`src/rtl/adc_avg_pkg.sv`:
```
// -----------------------------------------------------------------------------
// adc_avg_pkg
// Shared constants for the ADC channel averager: CSR data width and the bit
// positions of the status word and the per-channel "new" flag.
// -----------------------------------------------------------------------------
package adc_avg_pkg;

    localparam int CSR_DW          = 32;  // CSR read/write data width
    localparam int NEW_BIT         = 31;  // "new result" flag in channel words
    localparam int FCNT_W          = 16;  // frame counter width (bits 15:0)
    localparam int ST_CH_ERR_BIT   = 16;  // sticky: sample on a non-existent channel
    localparam int ST_SEQ_ERR_BIT  = 17;  // sticky: start-of-packet inside a frame
    localparam int ST_IN_FRAME_BIT = 18;  // live: currently between sop and eop

endpackage

```
`src/rtl/adc_avg_lane.sv`:
```
// -----------------------------------------------------------------------------
// adc_avg_lane
// One channel of the averager: accumulates 2^AVG_LOG2 samples, then latches the
// truncated mean into the result register and raises the "new" flag.
//
// Ports
//   clk, rst      : clock, asynchronous active-high reset
//   i_smp_vld     : a sample for this channel is accepted this cycle
//   i_smp_data    : sample value (unsigned)
//   i_clr_new     : CSR read of this channel, clears the "new" flag
//   o_done        : this cycle's sample completes an average (combinational)
//   o_avg         : the average being completed (combinational)
//   o_result      : last completed average
//   o_new         : "new" flag
// -----------------------------------------------------------------------------
module adc_avg_lane #(
    parameter int DATA_W   = 12,
    parameter int AVG_LOG2 = 2
) (
    input  logic              clk,
    input  logic              rst,
    input  logic              i_smp_vld,
    input  logic [DATA_W-1:0] i_smp_data,
    input  logic              i_clr_new,
    output logic              o_done,
    output logic [DATA_W-1:0] o_avg,
    output logic [DATA_W-1:0] o_result,
    output logic              o_new
);

    localparam int ACC_W = DATA_W + AVG_LOG2;
    localparam int CNT_W = (AVG_LOG2 > 1) ? AVG_LOG2 : 1;
    localparam int LAST  = (1 << AVG_LOG2) - 1;

    logic [ACC_W-1:0]  r_acc;
    logic [CNT_W-1:0]  r_cnt;
    logic [DATA_W-1:0] r_result;
    logic              r_new;

    logic [ACC_W-1:0]  w_sum;
    logic              w_last;

    // The accumulator holds at most 2^AVG_LOG2-1 samples, so adding the final
    // one still fits in ACC_W bits and the shift needs no extra headroom.
    assign w_sum  = r_acc + ACC_W'(i_smp_data);
    assign w_last = (r_cnt == CNT_W'(LAST));
    assign o_done = i_smp_vld && w_last;
    assign o_avg  = w_sum[ACC_W-1:AVG_LOG2];

    always_ff @(posedge clk or posedge rst) begin
        if (rst) begin
            r_acc    <= '0;
            r_cnt    <= '0;
            r_result <= '0;
        end else if (i_smp_vld) begin
            if (w_last) begin
                r_acc    <= '0;
                r_cnt    <= '0;
                r_result <= o_avg;
            end else begin
                r_acc    <= w_sum;
                r_cnt    <= r_cnt + CNT_W'(1);
            end
        end
    end

    // Completion beats a same-cycle CSR read so a fresh result is never lost.
    always_ff @(posedge clk or posedge rst) begin
        if (rst)            r_new <= 1'b0;
        else if (o_done)    r_new <= 1'b1;
        else if (i_clr_new) r_new <= 1'b0;
    end

    assign o_result = r_result;
    assign o_new    = r_new;

endmodule

```
`src/rtl/adc_channel_averager.sv`:
```
// -----------------------------------------------------------------------------
// adc_channel_averager
// Averages an ADC sequencer response stream per channel and exposes results and
// frame/status information through a small CSR window.
//
// Ports
//   clk_clk, reset_reset          : clock, asynchronous active-high reset
//   response_valid/channel/data   : incoming sample stream
//   response_startofpacket/endofpacket : sequencer frame markers
//   avg_valid/channel/data        : registered completion pulse + result
//   csr_address/read/write/writedata/readdata : CSR port; addresses
//                                   0..NUM_CH-1 are channel results, NUM_CH is
//                                   status (frame count, ch_err, seq_err, in_frame)
// -----------------------------------------------------------------------------
module adc_channel_averager
    import adc_avg_pkg::*;
#(
    parameter int NUM_CH   = 8,
    parameter int DATA_W   = 12,
    parameter int CH_W     = 5,
    parameter int AVG_LOG2 = 2,
    localparam int AW      = $clog2(NUM_CH + 1)
) (
    input  logic              clk_clk,
    input  logic              reset_reset,
    input  logic              response_valid,
    input  logic [CH_W-1:0]   response_channel,
    input  logic [DATA_W-1:0] response_data,
    input  logic              response_startofpacket,
    input  logic              response_endofpacket,
    output logic              avg_valid,
    output logic [CH_W-1:0]   avg_channel,
    output logic [DATA_W-1:0] avg_data,
    input  logic [AW-1:0]     csr_address,
    input  logic              csr_read,
    input  logic              csr_write,
    input  logic [CSR_DW-1:0] csr_writedata,
    output logic [CSR_DW-1:0] csr_readdata
);

    logic                           w_accept;
    logic                           w_bad_ch;
    logic                           w_sop;
    logic                           w_eop;
    logic                           w_stat_sel;
    logic                           w_stat_wr;
    logic [NUM_CH-1:0]              w_done;
    logic [NUM_CH-1:0]              w_new;
    logic [NUM_CH-1:0][DATA_W-1:0]  w_avg;
    logic [NUM_CH-1:0][DATA_W-1:0]  w_result;
    logic [DATA_W-1:0]              w_done_avg;
    logic [CSR_DW-1:0]              w_rdata;

    logic                           r_avg_valid;
    logic [CH_W-1:0]                r_avg_channel;
    logic [DATA_W-1:0]              r_avg_data;
    logic [FCNT_W-1:0]              r_frame_cnt;
    logic                           r_in_frame;
    logic                           r_ch_err;
    logic                           r_seq_err;
    logic [CSR_DW-1:0]              r_csr_rdata;

    assign w_accept   = response_valid && (int'(response_channel) < NUM_CH);
    assign w_bad_ch   = response_valid && !w_accept;
    assign w_sop      = response_valid && response_startofpacket;
    assign w_eop      = response_valid && response_endofpacket;
    assign w_stat_sel = (csr_address == AW'(NUM_CH));
    assign w_stat_wr  = csr_write && w_stat_sel;

    // Only the status word's W1C bits are meaningful on writes.
    wire w_unused_wdata = &{1'b0, csr_writedata};

    genvar g;
    generate
        for (g = 0; g < NUM_CH; g++) begin : g_lane
            adc_avg_lane #(
                .DATA_W   (DATA_W),
                .AVG_LOG2 (AVG_LOG2)
            ) u_lane (
                .clk        (clk_clk),
                .rst        (reset_reset),
                .i_smp_vld  (w_accept && (response_channel == CH_W'(g))),
                .i_smp_data (response_data),
                .i_clr_new  (csr_read && (csr_address == AW'(g))),
                .o_done     (w_done[g]),
                .o_avg      (w_avg[g]),
                .o_result   (w_result[g]),
                .o_new      (w_new[g])
            );
        end
    endgenerate

    // At most one lane completes per cycle, so an AND-OR mux is enough.
    always_comb begin
        w_done_avg = '0;
        for (int i = 0; i < NUM_CH; i++) begin
            if (w_done[i]) w_done_avg = w_done_avg | w_avg[i];
        end
    end

    always_ff @(posedge clk_clk or posedge reset_reset) begin
        if (reset_reset) begin
            r_avg_valid   <= 1'b0;
            r_avg_channel <= '0;
            r_avg_data    <= '0;
        end else begin
            r_avg_valid <= |w_done;
            if (|w_done) begin
                r_avg_channel <= response_channel;
                r_avg_data    <= w_done_avg;
            end
        end
    end

    // Frame tracking: eop dominates, so a sop+eop cycle is a whole frame.
    always_ff @(posedge clk_clk or posedge reset_reset) begin
        if (reset_reset) begin
            r_frame_cnt <= '0;
            r_in_frame  <= 1'b0;
            r_ch_err    <= 1'b0;
            r_seq_err   <= 1'b0;
        end else begin
            r_frame_cnt <= r_frame_cnt + FCNT_W'(w_eop);
            if (w_eop)      r_in_frame <= 1'b0;
            else if (w_sop) r_in_frame <= 1'b1;
            // Sticky errors: a new error event wins over a W1C in the same cycle.
            r_ch_err  <= w_bad_ch ||
                         (r_ch_err && !(w_stat_wr && csr_writedata[ST_CH_ERR_BIT]));
            r_seq_err <= (w_sop && r_in_frame) ||
                         (r_seq_err && !(w_stat_wr && csr_writedata[ST_SEQ_ERR_BIT]));
        end
    end

    // Read mux samples pre-update state, so a read coinciding with a completion
    // returns the old flag/result.
    always_comb begin
        w_rdata = '0;
        if (w_stat_sel) begin
            w_rdata[FCNT_W-1:0]      = r_frame_cnt;
            w_rdata[ST_CH_ERR_BIT]   = r_ch_err;
            w_rdata[ST_SEQ_ERR_BIT]  = r_seq_err;
            w_rdata[ST_IN_FRAME_BIT] = r_in_frame;
        end else begin
            for (int i = 0; i < NUM_CH; i++) begin
                if (csr_address == AW'(i)) begin
                    w_rdata[NEW_BIT]      = w_new[i];
                    w_rdata[DATA_W-1:0]   = w_result[i];
                end
            end
        end
    end

    always_ff @(posedge clk_clk or posedge reset_reset) begin
        if (reset_reset)   r_csr_rdata <= '0;
        else if (csr_read) r_csr_rdata <= w_rdata;
    end

    assign avg_valid    = r_avg_valid;
    assign avg_channel  = r_avg_channel;
    assign avg_data     = r_avg_data;
    assign csr_readdata = r_csr_rdata;

endmodule

```
`config.mk`:
```
export PLATFORM = sky130hd
export DESIGN_NAME = adc_channel_averager
export DESIGN_NICKNAME = d
export VERILOG_FILES = /design/src/rtl/adc_avg_pkg.sv /design/src/rtl/adc_avg_lane.sv /design/src/rtl/adc_channel_averager.sv
export SDC_FILE = /design/constraint.sdc
export NUM_CORES = 1
export LEC_CHECK = 0
export CORE_ASPECT_RATIO = 0.5
export CORE_MARGIN = 5
export CORE_UTILIZATION = 45
export DETAILED_ROUTE_END_ITERATION = 16
export GPL_ROUTABILITY_DRIVEN = 0
export PLACE_DENSITY = 0.72
export SYNTH_ARGS = -nofsm -noshare
export SYNTH_HDL_FRONTEND = slang
export SYNTH_HIERARCHICAL = 1
export SYNTH_SLANG_ARGS = --single-unit
```
`constraint.sdc`:
```
create_clock -name clk_clk -period 3.3 [get_ports clk_clk]
set_input_delay 0.66 -clock clk_clk [delete_from_list [all_inputs] [get_ports clk_clk]]
set_output_delay 0.66 -clock clk_clk [all_outputs]
set_load 0.005 [all_outputs]
```
Word-level counts from Yosys, hierarchy flattened:

Index checks and enable logic that the tools add are counted.

* bits in registers: 289
* latch bits: 0
* RAM bits: 0
* bits in read-only memories: 0
* bits of input ports: 60
* output and inout port bits: 50
* word-level logic and storage cells: 208
* memories: 0

* $add $sub $neg: 17
* $mul: 0
* divide/modulo/power cells: 0
* $lt $le $gt $ge: 1
* equality and inequality tests: 23
* shift operators: 0
* mux-type cells: 61
* bitwise gates (word level): 7
* reduce and logical (&&, ||, !) cells: 59

Operators with widths (number)
* two-way mux 12 bit: 17
* adder 14 x 12 -> 14 bit: 8
* two-way mux 14 bit: 8
* OR 12 bit: 7
* logical AND 1 bit: 34
* two-way mux 1 bit: 27
* equality test 5 x 3 -> 1 bit (second input constant): 4
* nonzero test 2 bit: 9
* adder 16 x 1 -> 16 bit: 1
* adder 2 x 1 -> 2 bit (second input constant): 8
* equality test 2 bit (second input constant): 8
* equality test 4 x 3 -> 1 bit (second input constant): 4
* two-way mux 2 bit: 8
* AND reduction 2 bit: 8
* equality test 5 x 2 -> 1 bit (second input constant): 2
* equality test 4 x 2 -> 1 bit (second input constant): 2
* OR reduction 8 bit: 1
* two-way mux 7 bit: 1
* equality test 5 x 1 -> 1 bit (second input constant): 1
* zero test 5 bit: 1
* < comparator 5 x 4 -> 1 bit (second input constant): 1
* equality test 4 x 1 -> 1 bit (second input constant): 1
* equality test 4 bit (second input constant): 1
* zero test 4 bit: 1
* 2 further kinds: 5

Logic depth before layout (Yosys ltp):

* word-level depth: 19
* mapped depth: 11
* gate-level depth less buffers: 11

By module:

Netlist, hierarchy kept.

Modules (own cells, without submodules)
* adc_avg_lane (g_lane[0].u_lane ...): instances 7, cells each 215, area an instance 1951.9 µm², sequential area each 725.7 µm²
* adc_channel_averager: instances 1, cells each 433, area an instance 3953.8 µm², sequential area each 1426.4 µm²
* adc_avg_lane (g_lane[1].u_lane): instances 1, cells each 213, area an instance 1918.1 µm², sequential area each 725.7 µm²

Worst setup path before layout:

Ideal clock, no wire load.

* kind: input -> register
* from: input port response_valid
* to: register r_avg_data[0] (netlist: avg_data[0])
* setup time: 141 ps
* data arrival time: 2920 ps
* required time: 3159 ps
* slack: 239 ps
* stages on the path: 11
* buffers on the path: 3
* cell sequence: nor2b_1 or3b_2 nor3_1 clkbuf_1 nand2_1 inv_1 nor4_1 nand2_1 clkbuf_1 clkbuf_1 a31oi_1

* cells in the longest elaborated chain, start to end: 18
* elaborated cells between the ends (all ways): 33
* those cells by class: mux: 8; bitwise: 7; reduce/logical: 18

RTL lines
* start: declaration: line adc_channel_averager.sv:26 `input logic response_valid,`
* logical AND 1 bit *: line adc_channel_averager.sv:63 `assign w_accept = response_valid && (int'(response_channel) < NUM_CH);`
* logical AND 1 bit *: line adc_channel_averager.sv:82 `.i_smp_vld (w_accept && (response_channel == CH_W'(g))),`
* logical AND 1 bit *: line adc_avg_lane.sv:47 `assign o_done = i_smp_vld && w_last;`
* via w_done[0]: line adc_channel_averager.sv:47 `logic [NUM_CH-1:0] w_done;`
* two-way mux 12 bit: line adc_channel_averager.sv:97 `if (w_done[i]) w_done_avg = w_done_avg | w_avg[i];`
* OR 12 bit: line adc_channel_averager.sv:97
* two-way mux 12 bit: line adc_channel_averager.sv:97
* OR 12 bit: line adc_channel_averager.sv:97
* [3 not listed]
* OR 12 bit: line adc_channel_averager.sv:97
* two-way mux 12 bit: line adc_channel_averager.sv:97
* OR 12 bit: line adc_channel_averager.sv:97
* two-way mux 12 bit: line adc_channel_averager.sv:97
* OR 12 bit: line adc_channel_averager.sv:97
* two-way mux 12 bit: line adc_channel_averager.sv:97
* OR 12 bit: line adc_channel_averager.sv:97
* two-way mux 12 bit: line adc_channel_averager.sv:97
* end signal: assignment: line adc_channel_averager.sv:110 `r_avg_data <= w_done_avg;`
* end: declaration: line adc_channel_averager.sv:56 `logic [DATA_W-1:0] r_avg_data;`

The timed path passes the listed nets; every way through them passes the cells marked *.
A chain may end at the register's enable or synchronous reset.

==> flow_summary.yaml <==
final_layout:
  drive_gt1_frac: 0.261
  nets: 2858
  multi_input_area_mm2: 0.0113
  areaGrowthSynthToFinish_pct: 32.1
  regArea_mm2: 0.00723
  final_cell_count_no_fill: 3296
  diodes: 0
  fillers: 3632
floorplanning:
  initial_core_util: 0.452
  io_pins: 110
  die_w_um: 305
  die_h_um: 157
  coreArea_mm2: 0.0432
  rows: 54
  die_area_mm2: 0.0479
synth:
  synth_cell_types: 89
  synthArstFlopShare: 1.00
  netlist_area_mm2: 0.0195
  yosys.area.top_type: "dfrtp_1"
  synth_top_flop_cell: "dfrtp_1"
  seq_area_frac_synth: 0.370
  yosysTopAreaCellShare: 0.370
  ys_warn_count: 6
  synth-seq-cells: 289
  synth-edff-count: 0
  yosys-top-cells-area: "dfrtp_1, ha_1, o21ai_0"
  synthCells: 2151
  syn_avg_cell_area_um2: 9.08
global_route:
  grt_overflow: 0
  grt_pass1_wl_um: 109000
  antenna_found_initial: 5
  grtUsageTotal: 0.291
  grt_pass1_vias: 19260
  grt_max_degree: 35
critical_path:
  r2r_slack_ns: 0.43
  crit_chain: "clkdlybuf4s50_1 > buf_12 > ha_1 > and2_4 > a311o_2 > or3_1 > nand2_1 > inv_1 > a22o_1 > a221oi_1 > a31oi_1"
  slowest_delay_ns: 0.48
  crit_family: "compound AO/OA/AOI/OAI gates"
  critPathCaptureType: "flip-flop"
  critPathLaunchType: "input port"
  path_buf_inv: 3
  required_ns: 3.76
  critical_path_class: "in2reg"
  cp.arrival_ns: 3.66
  path_max_fanout: 8
  slowest_stage: "a221oi_1"
power:
  pwr-share-seq: 0.247
  power_frac_comb: 0.557
  power_uw: 19200
  vdd_ir_drop_max_v: 0.000354
  switchingPower_uw: 7740
  clkPwrFrac: 0.195
  power_leakage_uw: 0.0123
  switching_share: 0.403
  power.density_mw_per_mm2: 744
  p_int_uw: 11500
routing:
  totalWireLength_um: 72300
  via_per_inst: 6.07
  vias: 20015
  drt_iter0_drc: 2169
  drc: 0
  drtPass1Iterations: 7
  antenna_left: 0
  post_drt_wl_per_cell_um: 21.9
place:
  portBuffers: 67
  place_inst: 3240
  hpwlAfterDp_um: 55200
sta:
  drv_slew: 0
  min_period_over_period: 0.971
  finalSetupViolCount: 0
  rsz0062_at_grt: "false"
  hold_violations: 0
  skew_ns: 0.0118
  fin_setup_tns_ns: 0
  slew_headroom: 0.455
  fin_hold_ws_ns: 0.478
  min_period_ns: 3.20
  fmax_mhz: 312
  worst_pin_slew_ns: 0.815
clock_network:
  cts_tree: "yes"
  clockRootBuffer: "clkbuf_16"
  h-tree-depth: 1
  cts_max_path_buffers: 3
  cts_made_buffers: 30
  clk_latency_ns: 0.59
  clock-sinks: 289
  cts_hold_buf: 0
  clkTransAtPathRegs_ns: 0.07
job:
  cap_viol_max_count: 0
hold_path:
  min_path_type: "reg2reg"
status:
  status: "complete, no violations"
[through the flow]
step / setup slack (ns) / area, um^2 / utilization
2_1_floorplan: 0.239 / 19600 / -
3_3_place_gp: -0.433 / 24700 / 0.571
3_5_place_dp: -0.484 / 24700 / 0.571
4_1_cts: 0.0959 / 25800 / 0.596
5_1_grt: 0.00644 / 25800 / 0.597
6_report: 0.0971 / 25800 / 0.597
[path summary, 6_finish.rpt]
check,startpoint,end,depth (start not counted)
min in group asynchronous,reset_reset,g_lane[5].u_lane/o_new,2
hold / removal,r_ch_err,r_ch_err,2
max in group asynchronous,reset_reset,csr_readdata[17],3
hold reg to reg,r_ch_err,r_ch_err,2
setup reg to reg,g_lane[0].u_lane/r_acc[4],avg_data[3],9
setup / recovery,response_data[4],avg_data[3],11
[cells in the final DEF, fill, tap and decap left out, drive strengths merged, types with 34 or more instances in the layout]
master and count:
a21oi 91, nand3 49, clkdlybuf4s50 66, o21a 52
o21ai 150, o2bb2ai 41, buf 542, a221oi 38
inv 154, dfrtp 289, nor2 160, or3 40
clkbuf 39, nand2 167, a22o 46, nand2b 34
nor3 48, ha 106
[metal layers]
metal / wire (um) / vias up / GRT usage
met2: 30500 / 997 / 0.453
li1: - / 9113 / -
met1: 29000 / 9662 / 0.377
met5: 144 / - / 0.0174
met4: 3490 / 6 / 0.112
met3: 9160 / 237 / 0.103
[tightest hold or removal path: cells and delay by family, from the launching register on]
family           cells  cell delay [ns]
AND/OR/NAND/NOR      2             0.11
flip-flops           1             0.34
[cells by family (layout without fill, tap and decap cells)]
logic type,Yosys count,in the layout,synth area share
compound gates,715,715,0.266
buf+inv,272,818,0.0586
flops,289,289,0.370
xor+xnor,63,63,0.0282
mux,55,55,0.0303
fa+ha+maj,114,114,0.0761
other cells,1,12,0.000192
simple gates,642,642,0.170
[flip-flops by register name, summed over array words and instances, names as in the netlist]
name and count:
avg_channel 5, avg_data 12, avg_valid 1, csr_readdata 20, g_lane.u_lane/o_new 8, g_lane.u_lane/o_result 96
g_lane.u_lane/r_acc 112, g_lane.u_lane/r_cnt 16, r_ch_err 1, r_frame_cnt 16, r_in_frame 1, r_seq_err 1
[power groups by stage]
stage               Clock, uW  Combinational (uW)  Sequential, uW
finish                   3750               10700            4750
global route             3910               11400            4800
CTS                      3780               10300            4730
detailed placement          0               10200            4770
global placement            0                9990            4760
floorplan                   0                5310            4600
[cell type report]
type	count	area share
clock inverter	17	0.00814
timing repair buffer	608	0.191
inverter	154	0.0224
sequential	289	0.280
clock buffer	39	0.0332
multi-input combinational	1601	0.436
tap	588	0.0285
[synthesized netlist by cell type, types with 10 or more instances]
library cell / instances
dfrtp_1: 289
clkbuf_1: 79
mux2_2: 23
nor3b_1: 10
nor2b_1: 12
ha_1: 106
o31a_1: 15
o2bb2ai_1: 41
a311oi_1: 14
a21oi_1: 88
o32ai_1: 18
o21ai_1: 21
a211oi_1: 20
a221oi_1: 31
a211o_1: 10
o22ai_1: 32
a22o_1: 46
xnor2_1: 32
inv_1: 152
o211ai_1: 26
xor2_1: 31
or4_1: 16
o21ai_0: 129
a31oi_1: 24
nand3_1: 42
nor3_1: 47
buf_4: 14
a21o_1: 24
mux2i_1: 31
and3_1: 10
nand4_1: 26
nand2b_1: 33
nand2_1: 167
o31ai_1: 24
o21a_1: 52
buf_2: 15
nor2_1: 160
or3_1: 33
[timing repair]
item                       CTS  global route
setup endpoints to repair    0             5
gates resized for setup      0            12
buffers inserted             0             0
Power figures use the tool's default switching activity.
